## config.mk

```make
export PLATFORM = sky130hd
export DESIGN_NAME = cursor_select_ctrl
export DESIGN_NICKNAME = d
export VERILOG_FILES = /design/src/rtl/cursor_select_ctrl.sv
export SDC_FILE = /design/constraint.sdc
export NUM_CORES = 1
export LEC_CHECK = 0
export ABC_AREA = 1
export ABC_CLOCK_PERIOD_IN_PS = 2100
export CAP_MARGIN = 40
export CORE_MARGIN = 4
export CORE_UTILIZATION = 54
export CTS_BUF_LIST = sky130_fd_sc_hd__clkbuf_16
export DETAILED_ROUTE_END_ITERATION = 16
export PLACE_DENSITY = 0.89
export SYNTH_ARGS = -nofsm -noshare
export SYNTH_HDL_FRONTEND = slang
export SYNTH_SLANG_ARGS = --single-unit
export TNS_END_PERCENT = 5
```

## constraint.sdc

```tcl
create_clock -name clk -period 2.1 [get_ports clk]
set_input_delay 0.315 -clock clk [delete_from_list [all_inputs] [get_ports clk]]
set_output_delay 0.315 -clock clk [all_outputs]
set_load 0.005 [all_outputs]
```

## src/rtl/cursor_select_ctrl.sv

```systemverilog
`default_nettype none
// ============================================================================
// Module      : cursor_select_ctrl
// Description : Board cursor with wrap-around movement and a two-cell
//               selection handshake (IDLE -> ONE -> PAIR -> IDLE).
//               Optional held-direction auto-repeat, enabled by defining
//               the macro CURSOR_AUTO_REPEAT_EN.
// Revision    : 1.0 - initial release
// ============================================================================
module cursor_select_ctrl #(
    parameter int          COLS          = 10,
    parameter int          ROWS          = 8,
    parameter logic [23:0] REPEAT_DELAY  = 24'd5000000,
    parameter logic [23:0] REPEAT_PERIOD = 24'd1500000
) (
    input  logic       clk,
    input  logic       rst,
    input  logic [5:0] operation,
    input  logic       pair_ready,
    output logic [3:0] cursor_x,
    output logic [3:0] cursor_y,
    output logic       sel_valid,
    output logic [3:0] sel_x,
    output logic [3:0] sel_y,
    output logic       pair_valid,
    output logic [3:0] pair_x0,
    output logic [3:0] pair_y0,
    output logic [3:0] pair_x1,
    output logic [3:0] pair_y1
);

    typedef enum logic [1:0] {
        ST_IDLE = 2'd0,
        ST_ONE  = 2'd1,
        ST_PAIR = 2'd2
    } state_t;

    localparam logic [3:0] c_x_max = 4'(COLS - 1);
    localparam logic [3:0] c_y_max = 4'(ROWS - 1);

    state_t     r_state;
    state_t     w_state_next;
    logic [5:0] r_op_q;
    logic       r_armed;
    logic [5:0] w_evt;
    logic [3:0] w_mv;          // [0] left, [1] right, [2] up, [3] down
    logic       w_cap_sel;
    logic       w_cap_pair;
    logic [3:0] r_cursor_x;
    logic [3:0] r_cursor_y;
    logic [3:0] r_sel_x;
    logic [3:0] r_sel_y;
    logic [3:0] r_pair_x0;
    logic [3:0] r_pair_y0;
    logic [3:0] r_pair_x1;
    logic [3:0] r_pair_y1;

    // Edge detect; events are suppressed on the first clock after reset so
    // keys held through reset release do not fire.
    assign w_evt = r_armed ? (operation & ~r_op_q) : 6'd0;

    // Key history register and post-reset arm flag
    always_ff @(posedge clk or posedge rst) begin
        if (rst) begin
            r_op_q  <= 6'd0;
            r_armed <= 1'b0;
        end else begin
            r_op_q  <= operation;
            r_armed <= 1'b1;
        end
    end

`ifdef CURSOR_AUTO_REPEAT_EN
    logic [23:0] r_rep_cnt;
    logic        r_rep_period;
    logic        w_dir_chg;
    logic        w_dir_any;
    logic        w_rep_fire;

    // Repeat fires when the held pattern has aged past the current threshold
    always_comb begin
        w_dir_chg  = (operation[5:2] != r_op_q[5:2]);
        w_dir_any  = |operation[5:2];
        w_rep_fire = r_armed && !w_dir_chg && w_dir_any &&
                     (r_rep_period ? (r_rep_cnt == REPEAT_PERIOD)
                                   : (r_rep_cnt == REPEAT_DELAY));
        w_mv       = w_evt[5:2] | (w_rep_fire ? operation[5:2] : 4'd0);
    end

    // Repeat counter: restart on any direction change, clear when released
    always_ff @(posedge clk or posedge rst) begin
        if (rst) begin
            r_rep_cnt    <= 24'd0;
            r_rep_period <= 1'b0;
        end else if (!w_dir_any) begin
            r_rep_cnt    <= 24'd0;
            r_rep_period <= 1'b0;
        end else if (w_dir_chg || !r_armed) begin
            r_rep_cnt    <= 24'd1;
            r_rep_period <= 1'b0;
        end else if (w_rep_fire) begin
            r_rep_cnt    <= 24'd1;
            r_rep_period <= 1'b1;
        end else begin
            r_rep_cnt    <= r_rep_cnt + 24'd1;
        end
    end
`else
    logic w_unused_rep;
    assign w_unused_rep = ^{REPEAT_DELAY, REPEAT_PERIOD};
    assign w_mv         = w_evt[5:2];
`endif

    // Cursor movement with wrap; left beats right, up beats down
    always_ff @(posedge clk or posedge rst) begin
        if (rst) begin
            r_cursor_x <= 4'd0;
            r_cursor_y <= 4'd0;
        end else begin
            if (w_mv[0])
                r_cursor_x <= (r_cursor_x == 4'd0) ? c_x_max : r_cursor_x - 4'd1;
            else if (w_mv[1])
                r_cursor_x <= (r_cursor_x == c_x_max) ? 4'd0 : r_cursor_x + 4'd1;
            if (w_mv[2])
                r_cursor_y <= (r_cursor_y == 4'd0) ? c_y_max : r_cursor_y - 4'd1;
            else if (w_mv[3])
                r_cursor_y <= (r_cursor_y == c_y_max) ? 4'd0 : r_cursor_y + 4'd1;
        end
    end

    // Selection FSM state register
    always_ff @(posedge clk or posedge rst) begin
        if (rst) r_state <= ST_IDLE;
        else     r_state <= w_state_next;
    end

    // Selection FSM next state; cancel outranks select while holding one cell
    always_comb begin
        w_state_next = r_state;
        w_cap_sel    = 1'b0;
        w_cap_pair   = 1'b0;
        case (r_state)
            ST_IDLE: begin
                if (w_evt[0]) begin
                    w_cap_sel    = 1'b1;
                    w_state_next = ST_ONE;
                end
            end
            ST_ONE: begin
                if (w_evt[1]) begin
                    w_state_next = ST_IDLE;
                end else if (w_evt[0]) begin
                    if (r_cursor_x == r_sel_x && r_cursor_y == r_sel_y) begin
                        w_state_next = ST_IDLE;
                    end else begin
                        w_cap_pair   = 1'b1;
                        w_state_next = ST_PAIR;
                    end
                end
            end
            ST_PAIR: begin
                if (pair_ready) w_state_next = ST_IDLE;
            end
            default: w_state_next = ST_IDLE;
        endcase
    end

    // Selection and pair coordinate capture (pre-move cursor value)
    always_ff @(posedge clk or posedge rst) begin
        if (rst) begin
            r_sel_x   <= 4'd0;
            r_sel_y   <= 4'd0;
            r_pair_x0 <= 4'd0;
            r_pair_y0 <= 4'd0;
            r_pair_x1 <= 4'd0;
            r_pair_y1 <= 4'd0;
        end else begin
            if (w_cap_sel) begin
                r_sel_x <= r_cursor_x;
                r_sel_y <= r_cursor_y;
            end
            if (w_cap_pair) begin
                r_pair_x0 <= r_sel_x;
                r_pair_y0 <= r_sel_y;
                r_pair_x1 <= r_cursor_x;
                r_pair_y1 <= r_cursor_y;
            end
        end
    end

    assign cursor_x   = r_cursor_x;
    assign cursor_y   = r_cursor_y;
    assign sel_x      = r_sel_x;
    assign sel_y      = r_sel_y;
    assign pair_x0    = r_pair_x0;
    assign pair_y0    = r_pair_y0;
    assign pair_x1    = r_pair_x1;
    assign pair_y1    = r_pair_y1;
    assign sel_valid  = (r_state != ST_IDLE);
    assign pair_valid = (r_state == ST_PAIR);

endmodule
`default_nettype wire
```

==> impl_metrics.json, run 1 <==
{
  "synth-simple-area-share_pct": 30.5,
  "layoutNonFillerInstCount": 326,
  "gp_congestion": 0.850,
  "final_nets": 291,
  "synth_top_area_share_pct": 52.3,
  "grt_overflow": 0,
  "path_delay_family": "buffers and inverters",
  "worstPathCellList": "clkdlybuf4s50_1",
  "max_freq_mhz": 593,
  "placed_area_um2": 2420,
  "cts_tree": "yes",
  "cpPeakStageDelay_ns": 0.57,
  "avgSynthCellArea_um2": 8.38,
  "hold_viol_final": 0,
  "cts_sinks": 41,
  "ys_seq_area_share_pct": 52.3,
  "final_common_cell": "nand2_1",
  "r2r-start": "cursor_y[0]$_DFFE_PP0P_",
  "layout_common_cells": "nand2_1, clkdlybuf4s50_1, dfrtp_1",
  "syn_nets": 245,
  "cts.reportedPaths.clkPinSlew_ns": 0.06,
  "maxSlewHeadroom_pct": 66.3,
  "grt_use_total_pct": 20.7,
  "ys_ff_latch": 41,
  "power_density_nw_per_um2": 1400,
  "htreeDepth": 2,
  "synth_fa_ha_area_share_pct": 1.28,
  "critPathLaunch": "cursor_x[0]$_DFFE_PP0P_",
  "antenna_left": 0,
  "period_share_pct": 80.3,
  "post-dp-hpwl_mm": 3.01,
  "cap_violations": 0,
  "skew_ns": 0.00248,
  "worstMarginPinSlew_ns": 0.506,
  "finalSetupTns_ns": 0,
  "drive_gt1_share_pct": 7.50,
  "whs_ns": 0.464,
  "antenna_found_initial": 0,
  "worstSkewPairLatency_ns": 0.28,
  "syn_area_um2": 1960,
  "drtIter0Drc": 165,
  "cts_buffers": 5,
  "yosysWarnings": 0,
  "design_area_um2": 2560,
  "cp-start-kind": "flip-flop",
  "vias": 1728,
  "firstDrtPassIters": 4,
  "synthMuxAreaShare_pct": 0,
  "synth_largest_area_cell": "dfrtp_1",
  "crit_buf_inv": 1,
  "grt_pass1_vias": 1632,
  "cp.arrival_ns": 1.37,
  "drt_drc_violations_left": 0,
  "dp_cells": 319,
  "finalCriticalPeriod_ns": 1.69,
  "die-height_um": 68.3,
  "start_util_pct": 57.4,
  "vdd_ir_drop_max_uv": 626,
  "die_area_um2": 4660,
  "avgRoutedWirePerCell_um": 13.2,
  "rows": 21,
  "ios": 43,
  "cp-end-kind": "output port",
  "crit_slowest_cell": "clkdlybuf4s50_1",
  "viasPerCell": 5.30,
  "finalMaxSlewViolations": 0,
  "hold_path_class": "in -> async",
  "dieWidth_um": 68.3,
  "cts_resized": 0,
  "critPathMaxFanout": 9,
  "port_buffers": 42,
  "grt_pass1_wl_mm": 7.23,
  "synth-compound-area-share_pct": 6.70,
  "clock_path_buffers": 2,
  "status": "completed",
  "area.growth.synth_to_final_pct": 30.4,
  "synth_top_family_by_area": "simple AND/OR/NAND/NOR gates",
  "ys_types": 28,
  "coreArea_um2": 3420,
  "cp.required_ns": 1.78,
  "grt_setup_unrepaired": "no",
  "p_leak_uw": 0.00125,
  "setup_viol": 0,
  "hold_buffers": 0,
  "grt_max_degree": 42,
  "worstSetupPathType": "reg -> out",
  "cts_root_buffer": "clkbuf_16",
  "antenna_cells": 0,
  "cts_setup_buffers": 0,
  "synth_cells": 234,
  "synth_xor_area_share_pct": 3.13,
  "synth.top_cells.by_area": "dfrtp_1, nand2_1, nand4_1",
  "wirelength_mm": 4.29
}
flip-flops by register name, indices dropped and copies added (netlist names):
register  count
pair_y0       4
sel_y         4
cursor_x      4
pair_x0       4
cursor_y      4
sel_x         4
pair_y1       4
r_armed       1
r_op_q        6
r_state       2
pair_x1       4
power breakdown:
group	total (uW)	switching, uW	internal (uW)
sequential	1410	339	1080
clock	705	280	425
combinational	1460	657	799
total	3580	1280	2300
through the flow:
step	total power, uW	setup slack, ns	utilization, %
5_1_grt	3850	0.358	74.9
4_1_cts	3590	0.413	74.9
2_1_floorplan	2090	0.760	-
3_3_place_gp	2820	0.492	71.0
6_report	3580	0.414	74.9
3_5_place_dp	2870	0.378	71.0
final timing paths:
check / endpoint / slack, ns / cells after the start
setup / recovery: cursor_x[0] / 0.41 / 1
hold / removal: pair_y1[0]$_DFFE_PP0P_ / 0.46 / 3
setup reg to reg: pair_y0[2]$_DFFE_PP0P_ / 0.55 / 9
hold reg to reg: pair_x0[1]$_DFFE_PP0P_ / 0.47 / 2
max in group asynchronous: sel_x[3]$_DFFE_PP0P_ / 1.28 / 3
min in group clk: pair_x0[1]$_DFFE_PP0P_ / 0.47 / 2
final cells by class:
cell class	instances	area (um2)
sequential	41	1030
fill	245	858
multi-input combinational	167	820
timing repair buffer	46	450
clock buffer	5	125
inverter	19	71.3
tap	46	57.6
clock inverter	2	7.51
per-layer routing:
| metal | vias to the layer above | global-route usage [%] | routed length (um) |
|---|---|---|---|
| met2 | 60 | 36.1 | 2160 |
| li1 | 855 | - | - |
| met5 | - | 0 | 0 |
| met4 | 0 | 8.19 | 70 |
| met1 | 806 | 25.8 | 1840 |
| met3 | 7 | 2.96 | 214 |
synth_stat cells, drive strengths merged:
cell and count:
buf 7, a21oi 5, o22ai 1, ha 2, nor3 3, o211ai 1, nor3b 1, xor2 4
nand4 16, dfrtp 41, xnor2 3, conb 1, a31oi 1, nor2 15, nand3 10, nand2 89
inv 19, o21ai 15
logic make-up (layout without fill, tap and decap cells):
group                    count (synthesis)  count (layout)
AND/OR/NAND/NOR                        134             134
AO/OA/AOI/OAI                           23              23
other                                    1               1
flip-flops                              41              41
XOR/XNOR                                 7               7
buffers and inverters                   26              72
adder cells (fa/ha/maj)                  2               2
worst reg2reg max path, cell delays in order, from the launching register on:
cell     delay, ns
dfrtp_1       0.48
inv_2         0.12
nand2_1       0.09
nand2_1       0.05
nand2_1       0.07
nor2_2        0.06
nand2_4       0.17
nand3_4       0.22
nand2_1       0.13
nand2_1       0.06
Power figures use the tool's default switching activity.
==> inputs of run 2 (changes only) <==
Settings changed: ABC_CLOCK_PERIOD_IN_PS 2100 to 1500, CORE_UTILIZATION 54 to 45, PLACE_DENSITY 0.89 to 0.8.
Clock period 2.1 ns to 1.5 ns, I/O delays scaled along.
==> run 2 against run 1 <==
Against the previous run: via count rose by 4.3%; critical path type unchanged; cell area increased by 8.4%; core utilization down 7.5 points; sequential power is 38% higher; largest cell class unchanged; worst setup slack lost 0.37 ns; total power is 57% higher; routed wire length is 5.2% higher; critical path depth stayed put.
==> impl_metrics.json, run 2 (synthesis gave the netlist of run 1 again) <==
{
  "antenna_cells": 0,
  "p_clk_share_pct": 24.5,
  "avgRoutedWirePerCell_um": 13.1,
  "status": "completed",
  "hold_buffers": 0,
  "cpPeakStageDelay_ns": 0.53,
  "die-height_um": 74.0,
  "cp.required_ns": 1.27,
  "placed_area_um2": 2540,
  "setup_viol": 0,
  "grt_max_degree": 42,
  "port_buffers": 42,
  "cts.reportedPaths.clkPinSlew_ns": 0.06,
  "start_util_pct": 47.6,
  "combPwrFrac_pct": 40.8,
  "vdd_ir_drop_max_uv": 982,
  "top_register": "r_op_q",
  "place_ws_ns": -0.00700,
  "antenna_left": 0,
  "finalPower_uw": 5620,
  "grt_use_total_pct": 18.3,
  "reg2reg_slack_ns": 0.10,
  "grt_overflow": 0,
  "pwr-share-seq_pct": 34.7,
  "finalMaxSlewViolations": 0,
  "r2r-end": "cursor_y[3]$_DFFE_PP0P_",
  "cp-start-kind": "flip-flop",
  "cp-end-kind": "output port",
  "worstSkewPairLatency_ns": 0.28,
  "coreArea_um2": 4120,
  "hold_path_class": "in -> async",
  "final_common_cell": "nand2_1",
  "cts_tree": "yes",
  "internal_power_uw": 3750,
  "period_share_pct": 97.1,
  "rows": 23,
  "drt_drc_violations_left": 0,
  "worstPathCellList": "clkdlybuf4s50_1",
  "largest_reg_flops": 6,
  "setup_ws_ns": 0.0429,
  "path_delay_family": "buffers and inverters",
  "cap_violations": 0,
  "power_density_nw_per_um2": 2030,
  "grtUsageMet2_pct": 31.2,
  "use_met1_pct": 22.0,
  "grt_pass1_wl_mm": 7.62,
  "layout_common_cells": "nand2_1, clkdlybuf4s50_1, dfrtp_1",
  "viasPerCell": 5.24,
  "grt_pass1_vias": 1716,
  "drive_gt1_share_pct": 16.3,
  "worstSetupPathType": "reg -> out",
  "firstDrtPassIters": 4,
  "die_area_um2": 5480,
  "grt_setup_unrepaired": "no",
  "critPathMaxFanout": 4,
  "crit_buf_inv": 1,
  "crit_slowest_cell": "clkdlybuf4s50_1",
  "post-dp-hpwl_mm": 3.16,
  "vias": 1802,
  "drtIter0Drc": 192,
  "max_freq_mhz": 686,
  "p_sw_uw": 1870,
  "r2r-start": "cursor_y[0]$_DFFE_PP0P_",
  "swShare_pct": 33.3,
  "dieWidth_um": 74.0,
  "use_met3_pct": 3.38,
  "cts_buffers": 5,
  "r2r_cells": 9,
  "top_usage_layer": "met2",
  "cts_sinks": 41,
  "hold_viol_final": 0,
  "htreeDepth": 2,
  "p_leak_uw": 0.00138,
  "skew_ns": 0.00488,
  "clock_path_buffers": 2,
  "gp_congestion": 0.846,
  "antenna_found_initial": 0,
  "final_nets": 304,
  "finalSetupTns_ns": 0,
  "design_area_um2": 2770,
  "wirelength_mm": 4.51,
  "cp.arrival_ns": 1.23,
  "ios": 43,
  "finalCriticalPeriod_ns": 1.46,
  "area.growth.synth_to_final_pct": 41.4,
  "whs_ns": 0.300,
  "cts_root_buffer": "clkbuf_16"
}
==> run 2: cell count changes in the layout (fill, tap and decap cells not counted), sizes merged <==
cell           previous run  this run
dlygate4sd2               0         3
bufinv                    0         2
dlymetal6s2s              0         2
clkdlybuf4s50            42        37
inv                      20        19
buf                       4        17
==> run 2: what timing repair did <==
action | in CTS | in global routing
resized for setup | 9 | 11
setup buffers | 0 | 1
hold endpoints to repair | 0 | 0
pin swaps | 1 | 1
endpoints found under the setup margin | 5 | 12
==> run 2: how the worst max path moves through the flow <==
| stage | endpoint | cells past startpoint | from | slack (ns) |
|---|---|---|---|---|
| finish | sel_x[3] | 1 | sel_x[3]$_DFFE_PP0P_ | 0.04 |
| global route | sel_y[0] | 1 | sel_y[0]$_DFFE_PP0P_ | 0.004 |
| CTS | sel_valid | 3 | r_state[0]$_DFFE_PP0P_ | -0.06 |
| detailed placement | cursor_y[3]$_DFFE_PP0P_ | 9 | operation[4] | -0.007 |
| global placement | cursor_y[3]$_DFFE_PP0P_ | 9 | operation[4] | 0.04 |
| floorplan | pair_x1[2]$_DFFE_PP0P_ | 10 | cursor_x[0]$_DFFE_PP0P_ | 0.16 |
==> run 2: final cells by class <==
class                           count  area, um2
Clock inverter                      3       65.1
Tap cell                           50       62.6
Fill cell                         328       1340
Timing Repair Buffer               59        582
Clock buffer                        5        125
Inverter                           19       71.3
Multi-Input combinational cell    167        830
Sequential cell                    41       1040
==> run 2: power groups by stage <==
stage               registers, uW  logic, uW  clock network (uW)
CTS                          1920       2290                1380
global placement             1920       2190                   0
detailed placement           1930       2270                   0
floorplan                    1900       1030                   0
finish                       1950       2290                1380
global route                 2020       2570                1440
==> run 2: metal layers <==
layer | wire (um) | vias to the layer above | part of all wire (%)
met5 | 0 | - | 0
met4 | 102 | 0 | 2.3
met3 | 272 | 8 | 6.0
met2 | 2260 | 68 | 50
met1 | 1880 | 845 | 42
li1 | - | 881 | -
==> run 2: stage by stage <==
stage	util, %	cells
after floorplan	-	234
after global placement	61.8	335
after detailed placement	61.8	335
after CTS	66.8	343
after global routing	67.4	344
final	67.4	344
==> inputs of run 3 (changes only) <==
Settings changed: SKIP_LAST_GASP set to 1.
==> run 3 against run 2 <==
Against the previous run: the run now ends with negative setup slack left; sequential share of layout area is 0.20 points lower; first-iteration DRC count is 0.52% higher; clock power hardly changed; non-clock buffer count stayed put; maximum frequency is 4.9% lower; critical endpoint is now cursor_y[0]; core utilization is 0.36 points lower; worst setup slack worse by 0.075 ns; total power is 0.52% lower; sequential cell count stayed put; clock skew is 0.0011 ns lower; routed wire length is 1.9% lower; sequential power hardly changed.
==> impl_metrics.json, run 3 (synthesis gave the netlist of run 1 again) <==
{
  "grt_max_degree": 42,
  "avgRoutedWirePerCell_um": 12.9,
  "grt_use_total_pct": 17.9,
  "top_register": "r_op_q",
  "setup_viol": 3,
  "die-height_um": 74.0,
  "dieWidth_um": 74.0,
  "period_share_pct": 102,
  "wirelength_mm": 4.43,
  "htreeDepth": 2,
  "violations": "negative setup slack",
  "grt_overflow": 0,
  "setup_ws_ns": -0.0320,
  "power_density_nw_per_um2": 2030,
  "finalCriticalPeriod_ns": 1.53,
  "status": "finished, violations left",
  "cts_buffers": 5,
  "skew_ns": 0.00374,
  "crit_slowest_cell": "clkdlybuf4s50_1",
  "max_freq_mhz": 653,
  "antenna_found_initial": 0,
  "antenna_left": 0,
  "hold_viol_final": 0,
  "die_area_um2": 5480,
  "grt_pass1_vias": 1709,
  "cts_tree": "yes",
  "grt_setup_unrepaired": "yes",
  "gp_congestion": 0.846,
  "area.growth.synth_to_final_pct": 40.7,
  "cp-start-kind": "flip-flop",
  "post-dp-hpwl_mm": 3.16,
  "finalMaxSlewViolations": 0,
  "vias": 1787,
  "hold_path_class": "in -> async",
  "layout_common_cells": "nand2_1, dfrtp_1, clkdlybuf4s50_1",
  "cp.arrival_ns": 1.31,
  "cts.reportedPaths.clkPinSlew_ns": 0.06,
  "ios": 43,
  "rows": 23,
  "critPathMaxFanout": 5,
  "drtIter0Drc": 193,
  "worstSetupPathType": "reg -> out",
  "final_common_cell": "nand2_1",
  "cts_sinks": 41,
  "worstPathCellList": "buf_6 > clkdlybuf4s50_1",
  "seqCellArea_um2": 1030,
  "port_buffers": 42,
  "cap_violations": 0,
  "drive_gt1_share_pct": 13.3,
  "cts_root_buffer": "clkbuf_16",
  "cp.required_ns": 1.27,
  "start_util_pct": 47.6,
  "worstSkewPairLatency_ns": 0.28,
  "multiInputGateArea_um2": 830,
  "cp-end-kind": "output port",
  "cpPeakStageDelay_ns": 0.49,
  "dp_cells": 335,
  "coreArea_um2": 4120,
  "layoutNonFillerInstCount": 344,
  "nFillCells": 334,
  "vdd_ir_drop_max_uv": 974,
  "viasPerCell": 5.19,
  "antenna_cells": 0,
  "drt_drc_violations_left": 0,
  "final_nets": 304,
  "clock_path_buffers": 2,
  "largest_reg_flops": 6,
  "p_leak_uw": 0.00137,
  "firstDrtPassIters": 4,
  "finalSetupTns_ns": -0.0544,
  "grt_pass1_wl_mm": 7.50
}
run 3: cell types whose count changed in the layout (fill, tap and decap cells not counted), moves of 2 or more:
cell	before	now
dfrtp_2	9	0
dfrtp_1	32	41
clkdlybuf4s50_1	37	40
dlygate4sd2_1	3	1
run 3: path summary, 6_finish.rpt:
kind                                               from                 endpoint  slack, ns  cells after the start
worst max-delay path            cursor_y[0]$_DFFE_PP0P_              cursor_y[0]      -0.03                      2
worst min-delay path                                rst   pair_y1[2]$_DFFE_PP0P_       0.30                      3
worst max register to register  cursor_y[0]$_DFFE_PP0P_  cursor_y[3]$_DFFE_PP0P_       0.07                      9
worst min register to register   pair_y0[0]$_DFFE_PP0P_   pair_y0[0]$_DFFE_PP0P_       0.47                      2
max in group asynchronous                           rst      r_op_q[1]$_DFF_PP0_       1.00                      3
min in group clk                           operation[5]      r_op_q[5]$_DFF_PP0_       0.41                      1
run 3: layer usage:
metal / routed length, um / up-vias / part of all wire, % / track usage, %
met1: 1870 / 841 / 42 / 21.8
met5: 0 / - / 0 / 0
met4: 102 / 0 / 2.3 / 9.66
li1: - / 879 / - / -
met2: 2200 / 59 / 50 / 30.1
met3: 246 / 8 / 5.6 / 3.38
run 3: what timing repair did:
item / CTS / global route
hold buffers: 0 / 0
pin swaps: 1 / 1
endpoints found under the hold margin: 0 / 0
setup buffers: 0 / 1
endpoints found under the setup margin: 5 / 14
resized for setup: 3 / 3
run 3: metrics by stage:
step	hold slack, ns	power (uW)	worst slack [ns]	area (um2)	utilization (%)
final	0.298	5590	-0.0320	2760	67.0
after global routing	0.349	6000	-0.0731	2760	67.0
after CTS	0.316	5590	-0.0906	2740	66.6
after detailed placement	0.459	4200	-0.00700	2540	61.8
after global placement	0.453	4110	0.0429	2540	61.8
after floorplan	0.256	2930	0.160	1960	-
run 3: critical path: cells and delay by family, from the launching register on:
family,cells,cell delay (ns)
buf+inv,2,0.63
flops,1,0.40
run 3: final cells by class:
type / instances / area share, %
repair buffers: 59 / 21.0
clock inverters: 3 / 2.36
well taps: 50 / 2.27
flip-flops and latches: 41 / 37.2
inverters: 19 / 2.59
multi-input cells: 167 / 30.1
clock buffers: 5 / 4.54
run 3: power by group:
group	switching, uW	internal (uW)	total [uW]	leakage [uW]
registers	412	1510	1920	0.000514
logic	1020	1280	2300	0.000761
clock network	424	950	1370	0.0000938
